--- config.mk ---
export PLATFORM = sky130hd
export DESIGN_NAME = rnn_host_master_flat
export DESIGN_NICKNAME = d
export VERILOG_FILES = /design/src/rtl/rnn_host_master_if.sv /design/src/rtl/rnn_host_master.sv /design/src/flat_wrapper.sv
export SDC_FILE = /design/constraint.sdc
export NUM_CORES = 1
export LEC_CHECK = 0
export BUFFER_PORTS_ARGS = -buffer_cell sky130_fd_sc_hd__buf_2
export CELL_PAD_IN_SITES_DETAIL_PLACEMENT = 1
export CELL_PAD_IN_SITES_GLOBAL_PLACEMENT = 2
export CORE_ASPECT_RATIO = 0.7
export CORE_UTILIZATION = 32
export CTS_CLUSTER_SIZE = 25
export DETAILED_ROUTE_END_ITERATION = 7
export GPL_TIMING_DRIVEN = 0
export PLACE_DENSITY = 0.95
export SLEW_MARGIN = 10
export SYNTH_ARGS = -nofsm -noshare
export SYNTH_HDL_FRONTEND = slang
export SYNTH_SLANG_ARGS = --single-unit
--- constraint.sdc ---
create_clock -name clk -period 6.1 [get_ports clk]
set_input_delay 1.22 -clock clk [delete_from_list [all_inputs] [get_ports clk]]
set_output_delay 1.22 -clock clk [all_outputs]
set_load 0.03 [all_outputs]
--- src/rtl/rnn_host_master_if.sv ---
// rnn_host_master_if
// Groups the three channels of the rnn host master:
//   cmd_*  command stream in (valid/ready; op, slave address, 32-bit payload)
//   rsp_*  response stream out (valid/ready; error flag, signed 16-bit result)
//   avm_*  Avalon-MM initiator port towards the rnn accelerator slave
// Modport master is the view of rnn_host_master itself. Modport slave is the
// view of whatever surrounds it: command source, response sink and Avalon slave.
interface rnn_host_master_if;
  logic        cmd_valid;
  logic        cmd_ready;
  logic [1:0]  cmd_op;
  logic [2:0]  cmd_addr;
  logic [31:0] cmd_data;

  logic        rsp_valid;
  logic        rsp_ready;
  logic        rsp_err;
  logic [15:0] rsp_data;

  logic [2:0]  avm_address;
  logic        avm_read;
  logic        avm_write;
  logic [31:0] avm_writedata;
  logic [31:0] avm_readdata;
  logic        avm_waitrequest;

  modport master (
    input  cmd_valid, cmd_op, cmd_addr, cmd_data,
    output cmd_ready,
    output rsp_valid, rsp_err, rsp_data,
    input  rsp_ready,
    output avm_address, avm_read, avm_write, avm_writedata,
    input  avm_readdata, avm_waitrequest
  );

  modport slave (
    output cmd_valid, cmd_op, cmd_addr, cmd_data,
    input  cmd_ready,
    input  rsp_valid, rsp_err, rsp_data,
    output rsp_ready,
    input  avm_address, avm_read, avm_write, avm_writedata,
    output avm_readdata, avm_waitrequest
  );
endinterface

--- src/rtl/rnn_host_master.sv ---
// rnn_host_master
// Avalon-MM initiator that runs the rnn accelerator on behalf of a command
// stream. Each command is a parameter write (op 0), a recurrent step (op 1:
// start, then poll the load status until done) or a finish (op 2: dense pass,
// poll the valid status, read the result). Op 3 is reserved and answered with
// an error. Every accepted command produces exactly one response.
// Ports:
//   clk   system clock
//   rst   asynchronous reset, active high
//   busy  high in every state except IDLE
//   bus   rnn_host_master_if.master: cmd_*, rsp_*, avm_* channels
// Parameters:
//   POLL_GAP  idle cycles between a transfer and the following status poll
//   TO_BITS   poll counter width; a command times out after 2**TO_BITS-1
//             polls that did not return the done bit (TO_BITS >= 1)
module rnn_host_master #(
  parameter int unsigned POLL_GAP = 4,
  parameter int unsigned TO_BITS  = 16
) (
  input  logic              clk,
  input  logic              rst,
  output logic              busy,
  rnn_host_master_if.master bus
);

  typedef enum logic [3:0] {
    IDLE, WR_PARAM, WR_START, POLL_LOAD, WR_DENSE,
    POLL_VALID, RD_RESULT, GAP, RSP
  } state_t;

  localparam logic [2:0] ADDR_START  = 3'd0;  // write: kick a recurrent step
  localparam logic [2:0] ADDR_VALID  = 3'd0;  // read: result-valid status
  localparam logic [2:0] ADDR_LOAD   = 3'd1;  // read: step-done status
  localparam logic [2:0] ADDR_DENSE  = 3'd7;  // write: dense pass / read: result

  // Counter value seen while the final permitted poll completes.
  localparam logic [TO_BITS-1:0] POLL_LAST = TO_BITS'(2**TO_BITS - 2);

  localparam int unsigned        GAP_W    = (POLL_GAP > 1) ? $clog2(POLL_GAP) : 1;
  localparam logic [GAP_W-1:0]   GAP_LAST = GAP_W'((POLL_GAP == 0) ? 0 : POLL_GAP - 1);

  state_t              state_q, state_d;
  state_t              resume_q, resume_d;   // where GAP goes when it expires
  logic [2:0]          cmd_addr_q;
  logic [31:0]         cmd_data_q;
  logic [TO_BITS-1:0]  poll_cnt_q;
  logic [GAP_W-1:0]    gap_cnt_q;
  logic                rsp_err_q;
  logic [15:0]         rsp_data_q;

  logic                accept;
  logic                poll_fire;
  logic                timeout;
  logic                capture;
  logic                rsp_take;
  logic [2:0]          avm_address;
  logic                avm_read;
  logic                avm_write;
  logic [31:0]         avm_writedata;
  logic                unused_readdata;

  // With POLL_GAP=0 the gap is skipped and the poll re-issues the next cycle.
  function automatic state_t gap_to(state_t nxt);
    return (POLL_GAP == 0) ? nxt : GAP;
  endfunction

  assign accept = bus.cmd_valid && bus.cmd_ready;

  // NOTE: every signal driven in this block gets a default first, so no path
  // leaves one unassigned and no latch is inferred.
  always_comb begin
    state_d       = state_q;
    resume_d      = resume_q;
    avm_address   = '0;
    avm_read      = 1'b0;
    avm_write     = 1'b0;
    avm_writedata = '0;
    poll_fire     = 1'b0;
    timeout       = 1'b0;
    capture       = 1'b0;
    rsp_take      = 1'b0;

    case (state_q)
      IDLE: begin
        if (accept) begin
          case (bus.cmd_op)
            2'd0:    state_d = WR_PARAM;
            2'd1:    state_d = WR_START;
            2'd2:    state_d = WR_DENSE;
            default: state_d = RSP;
          endcase
        end
      end

      WR_PARAM: begin
        avm_address   = cmd_addr_q;
        avm_write     = 1'b1;
        avm_writedata = cmd_data_q;
        if (!bus.avm_waitrequest) state_d = RSP;
      end

      WR_START: begin
        avm_address = ADDR_START;
        avm_write   = 1'b1;
        if (!bus.avm_waitrequest) begin
          resume_d = POLL_LOAD;
          state_d  = gap_to(POLL_LOAD);
        end
      end

      WR_DENSE: begin
        avm_address = ADDR_DENSE;
        avm_write   = 1'b1;
        if (!bus.avm_waitrequest) begin
          resume_d = POLL_VALID;
          state_d  = gap_to(POLL_VALID);
        end
      end

      POLL_LOAD, POLL_VALID: begin
        avm_address = (state_q == POLL_LOAD) ? ADDR_LOAD : ADDR_VALID;
        avm_read    = 1'b1;
        if (!bus.avm_waitrequest) begin
          poll_fire = 1'b1;
          if (bus.avm_readdata[0]) begin
            state_d = (state_q == POLL_LOAD) ? RSP : RD_RESULT;
          end else if (poll_cnt_q == POLL_LAST) begin
            // Timed out: a FINISH never reaches RD_RESULT.
            timeout = 1'b1;
            state_d = RSP;
          end else begin
            resume_d = state_q;
            state_d  = gap_to(state_q);
          end
        end
      end

      RD_RESULT: begin
        avm_address = ADDR_DENSE;
        avm_read    = 1'b1;
        if (!bus.avm_waitrequest) begin
          capture = 1'b1;
          state_d = RSP;
        end
      end

      GAP: begin
        if (gap_cnt_q == GAP_LAST) state_d = resume_q;
      end

      RSP: begin
        if (bus.rsp_ready) begin
          rsp_take = 1'b1;
          state_d  = IDLE;
        end
      end

      default: state_d = IDLE;
    endcase
  end

  // NOTE: sequential state uses non-blocking assignments so every register
  // samples the pre-edge values of the others regardless of block order.
  always_ff @(posedge clk or posedge rst) begin
    if (rst) begin
      state_q  <= IDLE;
      resume_q <= IDLE;
    end else begin
      state_q  <= state_d;
      resume_q <= resume_d;
    end
  end

  always_ff @(posedge clk or posedge rst) begin
    if (rst) begin
      cmd_addr_q <= '0;
      cmd_data_q <= '0;
      poll_cnt_q <= '0;
      gap_cnt_q  <= '0;
      rsp_err_q  <= 1'b0;
      rsp_data_q <= '0;
    end else begin
      if (accept) begin
        cmd_addr_q <= bus.cmd_addr;
        cmd_data_q <= bus.cmd_data;
        poll_cnt_q <= '0;
        rsp_err_q  <= (bus.cmd_op == 2'd3);
        rsp_data_q <= '0;
      end
      if (poll_fire) poll_cnt_q <= poll_cnt_q + 1'b1;
      if (timeout)   rsp_err_q  <= 1'b1;
      if (capture)   rsp_data_q <= bus.avm_readdata[15:0];
      if (rsp_take) begin
        rsp_err_q  <= 1'b0;
        rsp_data_q <= '0;
      end
      gap_cnt_q <= (state_q == GAP) ? gap_cnt_q + 1'b1 : '0;
    end
  end

  // Bus requests decode straight from the state register, so an asynchronous
  // reset drops avm_read/avm_write immediately, and they stay stable while
  // the slave stalls because the state does not move.
  assign bus.avm_address   = avm_address;
  assign bus.avm_read      = avm_read;
  assign bus.avm_write     = avm_write;
  assign bus.avm_writedata = avm_writedata;

  // Gated with rst so no command is offered while the block is held in reset.
  assign bus.cmd_ready = (state_q == IDLE) && !rst;
  assign bus.rsp_valid = (state_q == RSP);
  assign bus.rsp_err   = rsp_err_q;
  assign bus.rsp_data  = rsp_data_q;
  assign busy          = (state_q != IDLE);

  assign unused_readdata = ^bus.avm_readdata[31:16];

endmodule

--- src/flat_wrapper.sv ---
// flat-port wrapper written by rule: the top's interface ports become plain ports
module rnn_host_master_flat 
#(
  parameter int unsigned POLL_GAP = 4,
  parameter int unsigned TO_BITS  = 16
)
  (clk, rst, busy, bus_cmd_valid, bus_cmd_op, bus_cmd_addr, bus_cmd_data, bus_cmd_ready, bus_rsp_valid, bus_rsp_err, bus_rsp_data, bus_rsp_ready, bus_avm_address, bus_avm_read, bus_avm_write, bus_avm_writedata, bus_avm_readdata, bus_avm_waitrequest);
  rnn_host_master_if bus_i ();
  input  logic clk;
  input  logic rst;
  output logic busy;
  input wire logic [$bits(bus_i.cmd_valid)-1:0] bus_cmd_valid;
  input wire logic [$bits(bus_i.cmd_op)-1:0] bus_cmd_op;
  input wire logic [$bits(bus_i.cmd_addr)-1:0] bus_cmd_addr;
  input wire logic [$bits(bus_i.cmd_data)-1:0] bus_cmd_data;
  output wire logic [$bits(bus_i.cmd_ready)-1:0] bus_cmd_ready;
  output wire logic [$bits(bus_i.rsp_valid)-1:0] bus_rsp_valid;
  output wire logic [$bits(bus_i.rsp_err)-1:0] bus_rsp_err;
  output wire logic [$bits(bus_i.rsp_data)-1:0] bus_rsp_data;
  input wire logic [$bits(bus_i.rsp_ready)-1:0] bus_rsp_ready;
  output wire logic [$bits(bus_i.avm_address)-1:0] bus_avm_address;
  output wire logic [$bits(bus_i.avm_read)-1:0] bus_avm_read;
  output wire logic [$bits(bus_i.avm_write)-1:0] bus_avm_write;
  output wire logic [$bits(bus_i.avm_writedata)-1:0] bus_avm_writedata;
  input wire logic [$bits(bus_i.avm_readdata)-1:0] bus_avm_readdata;
  input wire logic [$bits(bus_i.avm_waitrequest)-1:0] bus_avm_waitrequest;
  assign bus_i.cmd_valid = bus_cmd_valid;
  assign bus_i.cmd_op = bus_cmd_op;
  assign bus_i.cmd_addr = bus_cmd_addr;
  assign bus_i.cmd_data = bus_cmd_data;
  assign bus_cmd_ready = bus_i.cmd_ready;
  assign bus_rsp_valid = bus_i.rsp_valid;
  assign bus_rsp_err = bus_i.rsp_err;
  assign bus_rsp_data = bus_i.rsp_data;
  assign bus_i.rsp_ready = bus_rsp_ready;
  assign bus_avm_address = bus_i.avm_address;
  assign bus_avm_read = bus_i.avm_read;
  assign bus_avm_write = bus_i.avm_write;
  assign bus_avm_writedata = bus_i.avm_writedata;
  assign bus_i.avm_readdata = bus_avm_readdata;
  assign bus_i.avm_waitrequest = bus_avm_waitrequest;
  rnn_host_master #(.POLL_GAP(POLL_GAP), .TO_BITS(TO_BITS)) u_core (.clk(clk), .rst(rst), .busy(busy), .bus(bus_i));
endmodule
After elaboration in Yosys (flattened, before gate mapping) --
Cells that the tools add are included.
Cells by class: add/subtract/negate cells 2, multipliers 0, divide/modulo/power cells 0, order comparisons 0, equality and inequality tests 23, shifts and indexed selects 0, muxes and demuxes 39, bitwise logic cells 0, reductions and logical operators 18
Operator list (number):
- 2-to-1 mux 16 bit | 4
- 2-to-1 mux 4 bit | 14
- 2-to-1 mux 32 bit | 1
- case mux 4 bit (3 select lines) | 2
- case mux 4 bit (6 select lines) | 1
- adder 16 x 1 -> 16 bit (second input constant) | 1
- == test 16 bit (second input constant) | 1
- == test 4 x 3 -> 1 bit (second input constant) | 4
- 2-to-1 mux 1 bit | 15
- != test 2 bit (second input constant) | 7
- AND reduction 6 bit | 2
- case mux 3 bit (3 select lines) | 1
- nonzero test 3 bit | 3
- == test 4 x 2 -> 1 bit (second input constant) | 2
- OR reduction 2 bit | 4
- == test 2 bit (second input constant) | 3
- != test 2 x 1 -> 1 bit (second input constant) | 3
- OR reduction 3 bit | 2
- == test 4 x 1 -> 1 bit (second input constant) | 1
- == test 4 bit (second input constant) | 1
- zero test 4 bit | 1
- nonzero test 4 bit | 1
- adder 2 x 1 -> 2 bit (second input constant) | 1
- == test 2 x 1 -> 1 bit (second input constant) | 1
- 5 further kinds | 6
Word-level totals: flip-flop bits (word level) 78, latch bits 0, memory bits (writable) 0, bits in read-only memories 0, input bits 74, output and inout port bits 57, word-level logic and storage cells 90, memories kept 0

Longest topological paths before layout --
Gate-level depths: netlist (run 1).
depth after elaboration 7, mapped depth 8, gate-level depth less buffers 7

Least setup slack after synthesis (run 1) --
Ideal clock, no wire load.
path kind input -> register, start point input port rst, end point register u_core.cmd_addr_q[0], library setup time 0.116 ns, arrival 3.884 ns, data required time 5.984 ns, setup slack 2.099 ns, cell stages on the path 6, path buffers 2, cells stage by stage inv_1 -> nand3_1 -> buf_2 -> buf_2 -> nand2_1 -> nand2_1
On the way: cells in the longest elaborated chain, start to end 3
Ends and longest elaborated chain:
- start, declared | RTL line flat_wrapper.sv:10 | input logic rst;
- zero test 1 bit (no line)
- logical AND 1 bit | RTL line rnn_host_master.sv:210 | assign bus.cmd_ready = (state_q == IDLE) && !rst;
- logical AND 1 bit | RTL line rnn_host_master.sv:67 | assign accept = bus.cmd_valid && bus.cmd_ready;
- end signal, assigned | RTL line rnn_host_master.sv:184 | cmd_addr_q <= bus.cmd_addr;
- end, declared | RTL line rnn_host_master.sv:44 | logic [2:0] cmd_addr_q;
No other way between the ends. A chain may end at the register's enable or synchronous reset.

Worst setup path in the final report (run 1) --
start point register u_core.state_q[1], end point output port bus_avm_writedata[10]
On the way: cells in the longest elaborated chain, start to end 2
Ends and longest elaborated chain:
- start, declared | RTL line rnn_host_master.sv:42 | state_t state_q, state_d;
- start signal, assigned | RTL line rnn_host_master.sv:169 | state_q <= state_d;
- == test 4 x 1 -> 1 bit | RTL line rnn_host_master.sv:83 | case (state_q)
- 2-to-1 mux 32 bit | RTL line rnn_host_master.sv:83
- end, declared | RTL line flat_wrapper.sv:24 | output wire logic [$bits(bus_i.avm_writedata)-1:0] bus_avm_writedata;
No other way between the ends.

==> out/results.txt, run 1 <==
Die Height = 93.5 um
CTS tree = yes
Syn_area_per_cell = 9.57 um2
Final ANT Viol Nets = 0
Fin Setup TNS = 0 ps
Via count = 3439
Clock-pin slew on the worst setup and hold paths = 60 ps
Drt pass-1 iters = 4
Yosys Warn Count = 0
Setup CP Type = reg2out
Syn Nets = 477
Initial antenna violation count = 0
Num CTS Buffers = 9
Clk_skew = 5.82 ps
Post-synth EDFFs = 0
Vias in the first global route = 3517
H-tree levels = 3
Critical-path maximum fanout = 10
First-pass GRT wire length = 18.3 mm
Initial DRC count = 147
Max-slew violations = 0
Hold Path Stages = 1
Final setup margin = 2220 ps
Net switching power = 0.988 mW
FF-to-FF End = u_core.cmd_data_q[30]
Routed WL = 11.0 mm
Placement Setup Slack = 2500 ps
Hold Fails Final Rpt = 0
FF-to-FF path depth = 7
Synth Flop Type = dfrtp_1
Worst-margin pin slew = 899 ps
Tcrit/Tclk final = 63.6%
Num rows = 33
P&R area growth vs syn = 29.5%
RSZ-0062 raised after global routing = false
Post-Synthesis Cells = 400
Die width = 133 um
Synth cell types = 51
Asr flop ratio synth = 100%
Reg power frac = 33.4%
Core ar. = 0.0117 mm2
Share of cells above drive strength 1 = 29.7%
Status = completed
Mapped Area = 0.00383 mm2
Largest net degree at the start of global routing = 63
Worst setup SP type = flop
Worst-Skew Late Latency = 330 ps
Top achievable clock speed = 0.258 GHz
RePlAce Congestion = 0.869
Peak supply drop = 0.172 mV
# diodes = 0
DP HPWL = 8.09 mm
Critical Path Sink Type = primary output
MaxCap Viol Count = 0
GR Util All Layers = 18.7%
Combinational power share = 41.5%
WP data arrival = 2660 ps
Post-CTS setup buffers = 0
Number of port buffers = 113
Pwr Total = 2.43 mW
Sw Share = 40.7%
Clk pwr share = 25.1%
Final worst path period need = 3880 ps
Clock Path Buffers = 2
DRC viols = 0
Reg2Reg Setup Slack = 3970 ps
# setup viols final = 0
Worst hold path class = reg2reg
TritonCTS Sinks = 78
DR WL/cell = 16.0 um
Hold_sp = u_core.gap_cnt_q[0]
Slew headroom = 39.5%
Placed Instances = 671
Starting density of the core = 32.7%
Die ar. = 0.0124 mm2
Seq/Total Area, Yosys = 51.0%
Non-Filler Instances = 686
Cell Int Power = 1.44 mW
Post_cts resized = 0
Pwr per Cell Area = 490 mW/mm2
Io pins = 131
Root Buffer Master = clkbuf_16
Nets = 602
Critical R2R Launch = u_core.state_q[0]
Hold endpoint = u_core.gap_cnt_q[0]
Req. time, crit path = 4880 ps
Synth Register Bits = 78
GRT Residual Overflow = 0
Leakage = 2.59 nW
# hold bufs at CTS = 0
Vias per cell = 5.01
worst max-delay path, cell delays in order, from the launching register on:
cell and delay (ps):
dfrtp_1 360, buf_4 190, buf_2 200, nor4_1 790
clkbuf_1 390, and2_1 200, buf_2 200
cell type report:
cell class,count,area (um2)
inverters,10,40.0
clock buffers,9,225
plain buffers,23,128
flip-flops and latches,78,1950
fillers,1407,6730
repair buffers,114,593
well taps,157,196
multi-input cells,289,1710
clock inverters,6,111
flip-flops by register name, summed over array words and instances (netlist names):
register	flops
u_core.cmd_data_q	32
u_core.bus.rsp_data	16
u_core.poll_cnt_q	16
u_core.resume_q	4
u_core.state_q	4
u_core.cmd_addr_q	3
u_core.gap_cnt_q	2
u_core.bus.rsp_err	1
synthesized netlist by cell type, drive strengths merged, types with 2 or more instances:
cell type	number	share of area [%]
nand4	5	1.2
clkbuf	8	0.78
a21oi	11	1.4
inv	10	0.98
nor2b	2	0.33
o31ai	12	2.4
a211oi	2	0.85
ha	3	0.98
or2	2	0.33
nor3	3	0.52
a2bb2oi	3	0.69
and2	33	5.4
mux2i	3	0.78
nor4	6	2.6
a31oi	2	0.33
a32oi	2	0.46
dfrtp	78	51
nand3	14	1.8
xor2	2	0.65
o211ai	9	1.8
o21a	2	0.39
nor2	12	1.4
o21ai	6	0.78
a22o	19	4.3
buf	15	2.6
nand2	123	12
layer usage:
| layer | track usage, % | part of all wire (%) | up-vias |
|---|---|---|---|
| met5 | 0 | 0 | - |
| met1 | 26.3 | 48 | 1715 |
| met4 | 4.98 | 1.2 | 0 |
| met3 | 4.39 | 5.1 | 11 |
| li1 | - | - | 1615 |
| met2 | 28.8 | 46 | 98 |
kinds of logic (layout without fill, tap and decap cells):
family,Yosys count,in the layout,share of synthesized area [%]
mux,3,3,0.785
simple gates,206,206,26.9
xor+xnor,3,3,1.08
flops,78,78,51.0
buf+inv,33,162,4.32
compound gates,74,74,14.9
fa+ha+maj,3,3,0.981
power by group through the flow:
stage	sequential [mW]	combinational, mW	clock (mW)
floorplan	0.905	0.614	0
global placement	0.801	0.980	0
detailed placement	0.817	1.01	0
CTS	0.810	1.02	0.626
global route	0.833	1.10	0.648
finish	0.810	1.01	0.609
cells in the final DEF (no fill, tap or decap), drive strengths merged, types with 3 or more instances in the layout:
cell	netlist	final
o211ai	9	9
buf	15	129
dfrtp	78	78
a22o	19	19
nand2	123	123
and2	33	33
a2bb2oi	3	3
o21ai	6	6
a21oi	11	11
mux2i	3	3
inv	10	10
o31ai	12	12
nand3	14	14
clkbuf	8	17
ha	3	3
nand4	5	5
nor4	6	6
nor3	3	3
nor2	12	12
bufinv	0	3
metrics by stage:
stage	hold slack [ps]	cell area (um2)	util [%]
2_1_floorplan	409	3830	-
3_3_place_gp	424	4590	39.3
3_5_place_dp	446	4620	39.5
4_1_cts	454	4950	42.4
5_1_grt	459	4950	42.4
6_report	449	4950	42.4
how the worst max path moves through the flow:
| stage | from | endpoint | slack (ps) | cells past startpoint |
|---|---|---|---|---|
| CTS | u_core.state_q[1] | bus_avm_writedata[25] | 2140 | 6 |
| detailed placement | u_core.state_q[1] | bus_avm_writedata[30] | 2500 | 6 |
| floorplan | rst | u_core.cmd_addr_q[0] | 2100 | 6 |
| finish | u_core.state_q[1] | bus_avm_writedata[10] | 2220 | 6 |
| global placement | rst | u_core.cmd_data_q[29] | 520 | 7 |
| global route | u_core.state_q[1] | bus_avm_writedata[10] | 1960 | 6 |
No activity file was read; power rests on OpenSTA's default activity.
==> inputs of run 2 (changes only) <==
--- a/config.mk
+++ b/config.mk
@@ -5,15 +5,16 @@
 export SDC_FILE = /design/constraint.sdc
 export NUM_CORES = 1
 export LEC_CHECK = 0
+export ABC_AREA = 1
 export BUFFER_PORTS_ARGS = -buffer_cell sky130_fd_sc_hd__buf_2
 export CELL_PAD_IN_SITES_DETAIL_PLACEMENT = 1
 export CELL_PAD_IN_SITES_GLOBAL_PLACEMENT = 2
 export CORE_ASPECT_RATIO = 0.7
-export CORE_UTILIZATION = 32
+export CORE_UTILIZATION = 28
 export CTS_CLUSTER_SIZE = 25
 export DETAILED_ROUTE_END_ITERATION = 7
 export GPL_TIMING_DRIVEN = 0
-export PLACE_DENSITY = 0.95
+export PLACE_DENSITY = 0.91
 export SLEW_MARGIN = 10
 export SYNTH_ARGS = -nofsm -noshare
 export SYNTH_HDL_FRONTEND = slang
==> constraint.sdc (replaced) <==
create_clock -name clk -period 3.8 [get_ports clk]
set_input_delay 0.76 -clock clk [delete_from_list [all_inputs] [get_ports clk]]
set_output_delay 0.76 -clock clk [all_outputs]
set_load 0.03 [all_outputs]
==> run 2 against run 1 <==
  * Synthesized area grew 1.8%
  * Total power grew 56%
  * Wire length grew 2.2%
  * Die area grew 16%
  * Worst setup slack lost 1100 ps
  * Largest cell class unchanged
  * Largest power group unchanged
  * Highest routed layer unchanged
==> out/results.txt, run 2 <==
Die width = 143 um
Most common cell after layout, fill and taps aside = buf_2
Top-area cell type share of the netlist area = 50.1%
Fill count = 1684
GRT Residual Overflow = 0
Biggest register = u_core.cmd_data_q
First-pass GRT wire length = 18.9 mm
Vias in the first global route = 3886
Syn_area_per_cell = 7.76 um2
Met3 usage = 3.52%
Critical Path Start = u_core.state_q[0]
Io pins = 131
FF-to-FF path depth = 6
Synth cell count leaders = nand2_1 (112), inv_1 (100), dfrtp_1 (78), nor2_1 (67), o21ai_0 (51)
TritonCTS Sinks = 78
Share of cells above drive strength 1 = 24.8%
Critical Path Sink Type = primary output
Synth cell types = 33
# diodes = 0
Num CTS Buffers = 9
Critical-path maximum fanout = 10
Root Buffer Master = clkbuf_16
Cell Int Power = 2.19 mW
Starting density of the core = 29.2%
P&R area growth vs syn = 29.7%
Syn Nets = 579
CTS tree = yes
Num rows = 35
Clk_skew = 4.70 ps
Die Height = 101 um
Final ANT Viol Nets = 0
Worst-Skew Late Latency = 330 ps
Seq/Total Area, Yosys = 50.1%
Storage cell area = 0.00195 mm2
# hold bufs at CTS = 0
Hold Fails Final Rpt = 0
Sw Share = 42.3%
Worst-margin pin slew = 585 ps
Top achievable clock speed = 0.370 GHz
Clock Path Buffers = 2
Post_cts resized = 0
Worst hold path class = in2async
Yosys Warn Count = 0
Post-Synthesis Cells = 502
Nets = 705
RSZ-0062 raised after global routing = false
Vias per cell = 4.46
Final setup margin = 1100 ps
Clk pwr share = 24.9%
Post-synth EDFFs = 0
Initial DRC count = 122
Multi-input gate area = 0.00147 mm2
Most frequent cells in the layout = buf_2 (115), nand2_1 (112), inv_1 (99)
Req. time, crit path = 3040 ps
GR Util All Layers = 16.8%
DP HPWL = 8.70 mm
Routed WL = 11.2 mm
H-tree levels = 3
Via count = 3645
Pwr Total = 3.79 mW
# setup viols final = 0
MaxCap Viol Count = 0
Critical R2R Launch = u_core.state_q[2]
Max-slew violations = 0
Die ar. = 0.0144 mm2
Setup CP Type = reg2out
Synth top area cells = dfrtp_1 (50%), nand2_1 (11%), inv_1 (9.6%)
Slew headroom = 60.7%
Max reg flops = 32
Largest net degree at the start of global routing = 60
DRC viols = 0
Leakage = 2.71 nW
Reg power frac = 34.7%
Number of port buffers = 114
Drt pass-1 iters = 4
Status = completed
Synth Flop Type = dfrtp_1
Met2 Use GR = 27.5%
Clock-pin slew on the worst setup and hold paths = 60 ps
DR WL/cell = 13.7 um
Peak supply drop = 0.408 mV
Post-CTS setup buffers = 0
Synth Register Bits = 78
Asr flop ratio synth = 100%
Worst setup SP type = flop
WP data arrival = 1940 ps
RePlAce Congestion = 0.797
Most frequent cell after synthesis = nand2_1
Final worst path period need = 2700 ps
Net switching power = 1.60 mW
Synth area leader = dfrtp_1
Placement Setup Slack = 1460 ps
Pwr per Cell Area = 750 mW/mm2
Combinational power share = 40.4%
Initial antenna violation count = 0
Mapped Area = 0.00390 mm2
Grt peak-use layer = met2
Tcrit/Tclk final = 71.1%
Core ar. = 0.0134 mm2
Met1 capacity usage during global routing = 22.5%
==> run 2: cell types whose count changed after synthesis, sizes merged, moves of 5 or more <==
cell | previous run | this run
buf | 15 | 10
inv | 10 | 101
clkbuf | 8 | 3
o31ai | 12 | 1
a21oi | 11 | 4
nor4 | 6 | 0
a22o | 19 | 0
nand3 | 14 | 22
nor2 | 12 | 71
o22ai | 0 | 18
and2 | 33 | 0
o211ai | 9 | 0
o21ai | 6 | 52
==> run 2: power by group through the flow <==
stage | logic [mW] | clock network (mW) | registers [mW]
after floorplan | 0.936 | 0 | 1.45
after global placement | 1.49 | 0 | 1.31
after detailed placement | 1.55 | 0 | 1.33
after CTS | 1.56 | 0.974 | 1.32
after global routing | 1.71 | 1.01 | 1.36
final | 1.53 | 0.944 | 1.32
==> run 2: worst max-delay path, stage by stage (launching register included) <==
cell and delay (ps):
dfrtp_1 420, inv_1 90, nor2_1 220, nand2_2 180, buf_1 280, nor2_1 190
buf_2 220
==> run 2: final timing paths <==
path	to	slack, ps
worst max register to register	u_core.bus.rsp_data[12]	2030
min in group clk	u_core.gap_cnt_q[0]	430
worst min register to register	u_core.gap_cnt_q[0]	430
worst max-delay path	bus_avm_writedata[16]	1100
worst min-delay path	u_core.cmd_data_q[7]	410
max in group asynchronous	u_core.cmd_data_q[0]	2780
==> run 2: logic make-up after synthesis <==
family,Yosys count,synth area share (%)
compound gates,78,10.9
xor+xnor,3,0.674
fa+ha+maj,3,0.963
buf+inv,116,12.2
flops,78,50.1
simple gates,224,25.2
==> run 2: area by class of cell <==
cell class,instances,area share (%)
inverters,103,7.82
flip-flops and latches,78,38.6
plain buffers,13,1.63
multi-input cells,308,29.1
clock inverters,5,1.63
repair buffers,115,11.8
clock buffers,11,4.80
well taps,185,4.58
==> run 2: layer usage <==
layer | wire length, um | part of all wire [%]
met2 | 5380 | 48
met5 | 0 | 0
met3 | 301 | 2.7
met1 | 5410 | 48
met4 | 103 | 0.92
==> run 2: stage by stage <==
| step | util (%) | cell area [um2] | TNS (ps) | instances | hold slack, ps |
|---|---|---|---|---|---|
| after detailed placement | 35.4 | 4730 | 0 | 802 | 429 |
| after global routing | 37.8 | 5050 | 0 | 818 | 418 |
| after global placement | 35.2 | 4700 | -5980 | 801 | 422 |
| final | 37.8 | 5050 | 0 | 818 | 415 |
| after floorplan | - | 3900 | 0 | 502 | 409 |
| after CTS | 37.8 | 5050 | 0 | 818 | 412 |
